## config.mk

```make
export PLATFORM = sky130hd
export DESIGN_NAME = fetch_stage
export DESIGN_NICKNAME = d
export VERILOG_FILES = /design/src/rtl/fetch_stage.sv
export SDC_FILE = /design/constraint.sdc
export NUM_CORES = 1
export LEC_CHECK = 0
export ABC_AREA = 1
export CORE_MARGIN = 5
export CORE_UTILIZATION = 49
export DETAILED_ROUTE_END_ITERATION = 10
export PLACE_DENSITY = 0.81
export SYNTH_ARGS = -nofsm -noshare
export SYNTH_HDL_FRONTEND = slang
export SYNTH_SLANG_ARGS = --single-unit
```

## constraint.sdc

```tcl
create_clock -name clk -period 1.6 [get_ports clk]
set_clock_uncertainty 0.05 [all_clocks]
set_input_delay 0.16 -clock clk [delete_from_list [all_inputs] [get_ports clk]]
set_output_delay 0.16 -clock clk [all_outputs]
set_load 0.01 [all_outputs]
```

## src/rtl/fetch_stage.sv

```systemverilog
// Instruction-fetch stage: owns the PC, drives the instruction address and
// assembles 1- or 2-byte instructions into the IF/ID register.
module fetch_stage #(
    parameter int unsigned ADDR_W         = 8,
    parameter int unsigned INSTR_W        = 8,
    parameter logic [3:0]  IMM_OPC        = 4'hC,
    parameter int unsigned RESET_VEC_ADDR = 0
) (
    input  logic               clk,
    input  logic               rst,
    input  logic               stall,
    input  logic               redirect,
    input  logic [ADDR_W-1:0]  redirect_pc,
    output logic [ADDR_W-1:0]  i_addr,
    input  logic [INSTR_W-1:0] i_data,
    output logic               ifid_valid,
    output logic [INSTR_W-1:0] ifid_instr,
    output logic [INSTR_W-1:0] ifid_imm,
    output logic               ifid_two_byte,
    output logic [ADDR_W-1:0]  ifid_pc_next,
    output logic [ADDR_W-1:0]  pc
);

    typedef enum logic [1:0] {
        BOOT = 2'd0,
        OP   = 2'd1,
        IMM  = 2'd2
    } state_e;

    state_e             state_q, state_d;
    logic [ADDR_W-1:0]  pc_q, pc_d;
    logic [INSTR_W-1:0] hold_q, hold_d;
    logic               valid_q, valid_d;
    logic [INSTR_W-1:0] instr_q, instr_d;
    logic [INSTR_W-1:0] imm_q, imm_d;
    logic               two_q, two_d;
    logic [ADDR_W-1:0]  pcn_q, pcn_d;

    logic [ADDR_W-1:0]  pc_inc;
    logic               is_imm_op;

    assign pc_inc    = pc_q + ADDR_W'(1);
    assign is_imm_op = (i_data[INSTR_W-1 -: 4] == IMM_OPC);

    // Reset vector is fetched from a fixed address during BOOT.
    assign i_addr = (state_q == BOOT) ? ADDR_W'(RESET_VEC_ADDR) : pc_q;

    always_ff @(posedge clk or negedge rst) begin
        if (!rst) begin
            state_q <= BOOT;
            pc_q    <= '0;
            hold_q  <= '0;
            valid_q <= 1'b0;
            instr_q <= '0;
            imm_q   <= '0;
            two_q   <= 1'b0;
            pcn_q   <= '0;
        end else begin
            state_q <= state_d;
            pc_q    <= pc_d;
            hold_q  <= hold_d;
            valid_q <= valid_d;
            instr_q <= instr_d;
            imm_q   <= imm_d;
            two_q   <= two_d;
            pcn_q   <= pcn_d;
        end
    end

    // Priority: redirect, then stall (ignored in BOOT), then normal advance.
    always_comb begin
        state_d = state_q;
        pc_d    = pc_q;
        hold_d  = hold_q;
        valid_d = valid_q;
        instr_d = instr_q;
        imm_d   = imm_q;
        two_d   = two_q;
        pcn_d   = pcn_q;

        if (redirect) begin
            pc_d    = redirect_pc;
            state_d = OP;
            valid_d = 1'b0;
        end else if (stall && (state_q != BOOT)) begin
            state_d = state_q;
        end else begin
            case (state_q)
                BOOT: begin
                    pc_d    = ADDR_W'(i_data);
                    state_d = OP;
                end
                OP: begin
                    pc_d = pc_inc;
                    if (is_imm_op) begin
                        hold_d  = i_data;
                        valid_d = 1'b0;
                        state_d = IMM;
                    end else begin
                        instr_d = i_data;
                        imm_d   = '0;
                        two_d   = 1'b0;
                        pcn_d   = pc_inc;
                        valid_d = 1'b1;
                    end
                end
                IMM: begin
                    instr_d = hold_q;
                    imm_d   = i_data;
                    two_d   = 1'b1;
                    pcn_d   = pc_inc;
                    valid_d = 1'b1;
                    pc_d    = pc_inc;
                    state_d = OP;
                end
                default: begin
                    state_d = BOOT;
                end
            endcase
        end
    end

    assign ifid_valid    = valid_q;
    assign ifid_instr    = instr_q;
    assign ifid_imm      = imm_q;
    assign ifid_two_byte = two_q;
    assign ifid_pc_next  = pcn_q;
    assign pc            = pc_q;

endmodule

```

Yosys cells after proc, flatten, opt, wreduce, memory -nomap -nowiden
Index checks and enable logic that the tools add are counted.
{"block": "totals", "wordCells": 50, "out_inout_bits": 42, "regBits": 44, "in_bits": 20}
{"block": "op_classes", "n_eq_ne": 6, "bitwise": 2, "addsub": 1, "n_reduce_logical": 13, "muxes": 20}
{"operator": "one-hot mux 8 bit (2 select lines)", "count": 4}
{"operator": "2-to-1 mux 8 bit", "count": 6}
{"operator": "adder 8 x 1 -> 8 bit, second input constant", "count": 1}
{"operator": "AND reduction 4 bit", "count": 2}
{"operator": "2-to-1 mux 2 bit", "count": 3}
{"operator": "AND reduction 2 bit", "count": 3}
{"operator": "nonzero test 3 bit", "count": 2}
{"operator": "equality test 4 bit, second input constant", "count": 1}
{"operator": "2-to-1 mux 1 bit", "count": 4}
{"operator": "!= test 2 bit, second input constant", "count": 2}
{"operator": "one-hot mux 1 bit (2 select lines)", "count": 2}
{"operator": "one-hot mux 2 bit (2 select lines)", "count": 1}
{"operator": "nonzero test 2 bit", "count": 2}
{"operator": "OR reduction 2 bit", "count": 2}
{"operator": "!= test 3 bit, second input constant", "count": 1}
{"operator": "equality test 2 x 1 -> 1 bit, second input constant", "count": 1}
{"operator": "equality test 2 bit, second input constant", "count": 1}
{"operator": "logical NOT 2 bit", "count": 1}
{"operator": "NOT 1 bit", "count": 2}
{"operator": "logical AND 1 bit", "count": 1}

Longest topological paths before layout
{"block": "logic_depth", "ltp_word": 5, "depth_mapped": 10, "ltp_nobuf": 9}

Worst setup path before layout
Ideal clock, no wire load.
{"block": "synth_path", "path_kind": "flip-flop to flip-flop", "start": "register state_q[0]", "end": "register pc_q[4], in the netlist pc[4]", "t_required_ns": 1.434, "period_less_slack_ns": 1.447, "setup_time_ns": 0.116, "stages_incl_launch_ff": 10, "n_path_buf": 1, "setup_slack_ns": 0.153, "arrival_time_ns": 1.281, "cell_sequence": "dfrtp_1 -> inv_1 -> ha_1 -> buf_2 -> nand2_1 -> nand3_4 -> inv_2 -> nor2_1 -> nand2_1 -> nand2_1"}
{"block": "synth_via", "elab_chain_cells": 5, "elab_cells_between_ends": 12, "cone_classes": "3 x eq/ne; 3 x mux; 6 x reduce/logical"}
{"item": "start: declaration", "line": "30", "text": "state_e state_q, state_d;"}
{"item": "start signal: assignment", "line": "59", "text": "state_q <= state_d;"}
{"item": "equality test 2 x 1 -> 1 bit / equality test 2 bit (equally long branches)", "line": "88", "text": "case (state_q)"}
{"item": "OR reduction 2 bit (no line)"}
{"item": "one-hot mux 8 bit (2 select lines)", "line": "88"}
{"item": "2-to-1 mux 8 bit", "line": "85", "text": "end else if (stall && (state_q != BOOT)) begin"}
{"item": "2-to-1 mux 8 bit", "line": "81", "text": "if (redirect) begin"}
{"item": "end signal: assignment", "line": "60", "text": "pc_q <= pc_d;"}
{"item": "end: declaration", "line": "31", "text": "logic [ADDR_W-1:0] pc_q, pc_d;"}
Several ways; a longest one is shown, not always the timed one. The select of a mux whose other input is x is not followed.
A chain may end at the register's enable or synchronous reset.

Worst setup path after layout
{"block": "layout_path", "start": "register state_q[0]", "end": "register pcn_q[0], in the netlist ifid_pc_next[0]"}
{"block": "layout_via", "elab_chain_cells": 4, "elab_cells_between_ends": 9, "cone_classes": "3 x eq/ne; 1 x mux; 1 x bitwise; 4 x reduce/logical"}
{"item": "parallel branches: the longest is 4 deep, another holds AND reduction 4 bit"}
{"item": "end signal: assignment", "line": "66", "text": "pcn_q <= pcn_d;"}
{"item": "end: declaration", "line": "37", "text": "logic [ADDR_W-1:0] pcn_q, pcn_d;"}
Several ways; the timed one is not identified.

==> metrics.yaml <==
outcome: "finished, violations left"
violations: "setup timing"
ctsRootBufferMaster: "clkbuf_8"
area_delta_synth_final_pct: 46.4
worst-r2r-setup-slack_ns: -0.06
final_cell_mix: "nand2_1, clkdlybuf4s50_1, dfrtp_1"
via_per_inst: 5.18
tightest_slew_ns: 0.569
gr-total-overflow: 0
hold_slack_ns: 0.413
synth_area_leaders: "dfrtp_1, nand2_1, o21ai_2"
place_inst: 404
r2r_start: "state_q[0]"
numCtsBuffers: 5
fp-row-count: 25
syn_inst: 278
finalCritPeriodShare_pct: 104
finalSetupTns_ns: -0.462
r2r-end: "ifid_pc_next[0]"
grtUsageTotal_pct: 20.3
hold_violations: 0
post-place-ws_ns: -0.0411
drive_above_1_share_pct: 28.4
r2r_cells: 10
slew_headroom_pct: 62.1
crit_arrival_ns: 1.81
synth.distinct_cells: 29
setup_violations: 25
cp_max_fo: 7
stdcell_count: 420
clock_latency_ns: 0.30
finalMaxSlewViolations: 0
num-fill-cells: 338
synth_nets: 302
place_congestion: 0.924
antenna_found_initial: 0
port-buffer-count: 61
diodes: 0
grt_pass1_vias: 2078
synth_warnings: 0
cp-start-kind: "flip-flop"
critical_path_class: "reg -> reg"
fmax_mhz: 603
die_w_um: 79.4
max_cap_viol_count: 0
wl_um: 6460
wl_per_cell_um: 15.4
die_h_um: 79.4
clock_path_buffers: 2
setup_ws_ns: -0.0586
ir_drop_mv: 1.34
start_util_pct: 50.3
grt_pass1_wl_um: 9780
synth.avg_cell_area_sq_um: 8.49
rsz0062_at_grt: "true"
yosys_register_bits: 44
drt-initial-drc-count: 113
dieArea_sq_mm: 0.00631
ant_nets: 0
yosysSeqAreaShare_pct: 46.6
period_needed_ns: 1.66
cp-end-kind: "flip-flop"
cts_tree: "yes"
grt_max_degree: 45
p_leak_nw: 1.64
layout.nets: 390
synth_area_sq_mm: 0.00236
hold_class: "in -> async"
power_mw: 7.17
crit_path_end: "ifid_pc_next[0]"
drc: 0
fp.coreArea_sq_mm: 0.00469
final_common_cell: "nand2_1"
first_pass_iters: 4
vias: 2174
cts_max_level: 2
synth_top_area_cell: "dfrtp_1"
required_ns: 1.75
synth_top_area_share_pct: 46.6
cellPowerDensity_mw_per_mm2: 2070
clk_pin_slew_ns: 0.08
post-dp-hpwl_um: 4450
io_pins: 62
startpoint: "state_q[0]"
numClockSinks: 44
## Yosys cell counts (all sizes together)
master / instances
inv: 27
a21oi: 8
mux2i: 3
nand4: 2
clkbuf: 1
o21ai: 46
dfrtp: 44
o211ai: 1
nand2: 89
o22ai: 2
ha: 4
a211oi: 1
buf: 10
nor3: 1
nand3: 9
nor2: 30
## routing by layer
| metal | GRT usage, % | part of all wire, % |
|---|---|---|
| met1 | 25.9 | 43 |
| met3 | 4.29 | 4.8 |
| met4 | 9.45 | 3.1 |
| met5 | 0 | 0 |
| met2 | 33.0 | 49 |
## worst max-delay path, stage by stage, from the launching register on
cell and delay [ns]:
dfrtp_1 0.40, inv_2 0.09, buf_4 0.11, ha_2 0.20, nor2_2 0.05, inv_1 0.09, nand4_4 0.09, buf_12 0.17
clkbuf_16 0.16, nand2_1 0.08, o21ai_2 0.05
## kinds of logic after synthesis
family | count (synthesis) | share of synthesized area (%)
AOI/OAI and AO/OA | 58 | 16.9
buffers and inverters | 38 | 8.53
adders and majority gates | 4 | 2.12
and+or+nand+nor | 131 | 24.5
muxes | 3 | 1.27
DFF | 44 | 46.6
## stage by stage
stage / area [sq um] / util (%)
6_report: 3460 / 73.7
5_1_grt: 3460 / 73.7
4_1_cts: 3310 / 70.5
3_5_place_dp: 3140 / 66.9
3_3_place_gp: 3140 / 66.9
2_1_floorplan: 2360 / -
## flip-flops by register name, summed over array words and instances (netlist names)
signal         flops
state_q            2
ifid_imm           8
ifid_two_byte      1
hold_q             8
ifid_valid         1
ifid_instr         8
pc                 8
ifid_pc_next       8
## layout make-up
class	count	area [sq um]	area share (%)
clock buffer	5	68.8	1.99
clock inverter	2	60.1	1.74
inverter	27	104	3.00
multi-input combinational	196	1120	32.5
sequential	44	1100	31.9
tap	54	67.6	1.95
timing repair buffer	92	932	27.0
## power by group
| group | total, mW | switching [mW] | leakage (nW) | internal [mW] |
|---|---|---|---|---|
| clock network | 0.998 | 0.384 | 0.0642 | 0.615 |
| registers | 1.90 | 0.333 | 0.547 | 1.56 |
| logic | 4.28 | 2.21 | 1.03 | 2.06 |
| total | 7.17 | 2.93 | 1.64 | 4.24 |
## timing repair
action                                  4_1_cts  5_1_grt
endpoints found under the setup margin       19       41
hold buffers                                  1        0
cloned                                        0        5
hold endpoints to repair                     44        0
pin swaps                                     1        7
setup buffers                                 2        1
resized for setup                            24       28
## how the worst min path moves through the flow
stage,from,endpoint,slack [ns],depth (start not counted)
floorplan,rst,hold_q[0],-0.19,0
global placement,rst,ifid_instr[2],0.22,2
detailed placement,rst,ifid_instr[0],0.22,2
CTS,hold_q[6],hold_q[6],0.41,2
global route,i_data[1],ifid_imm[1],0.43,3
finish,rst,ifid_instr[5],0.41,3
Note: power is estimated with default switching activity, not from simulation.
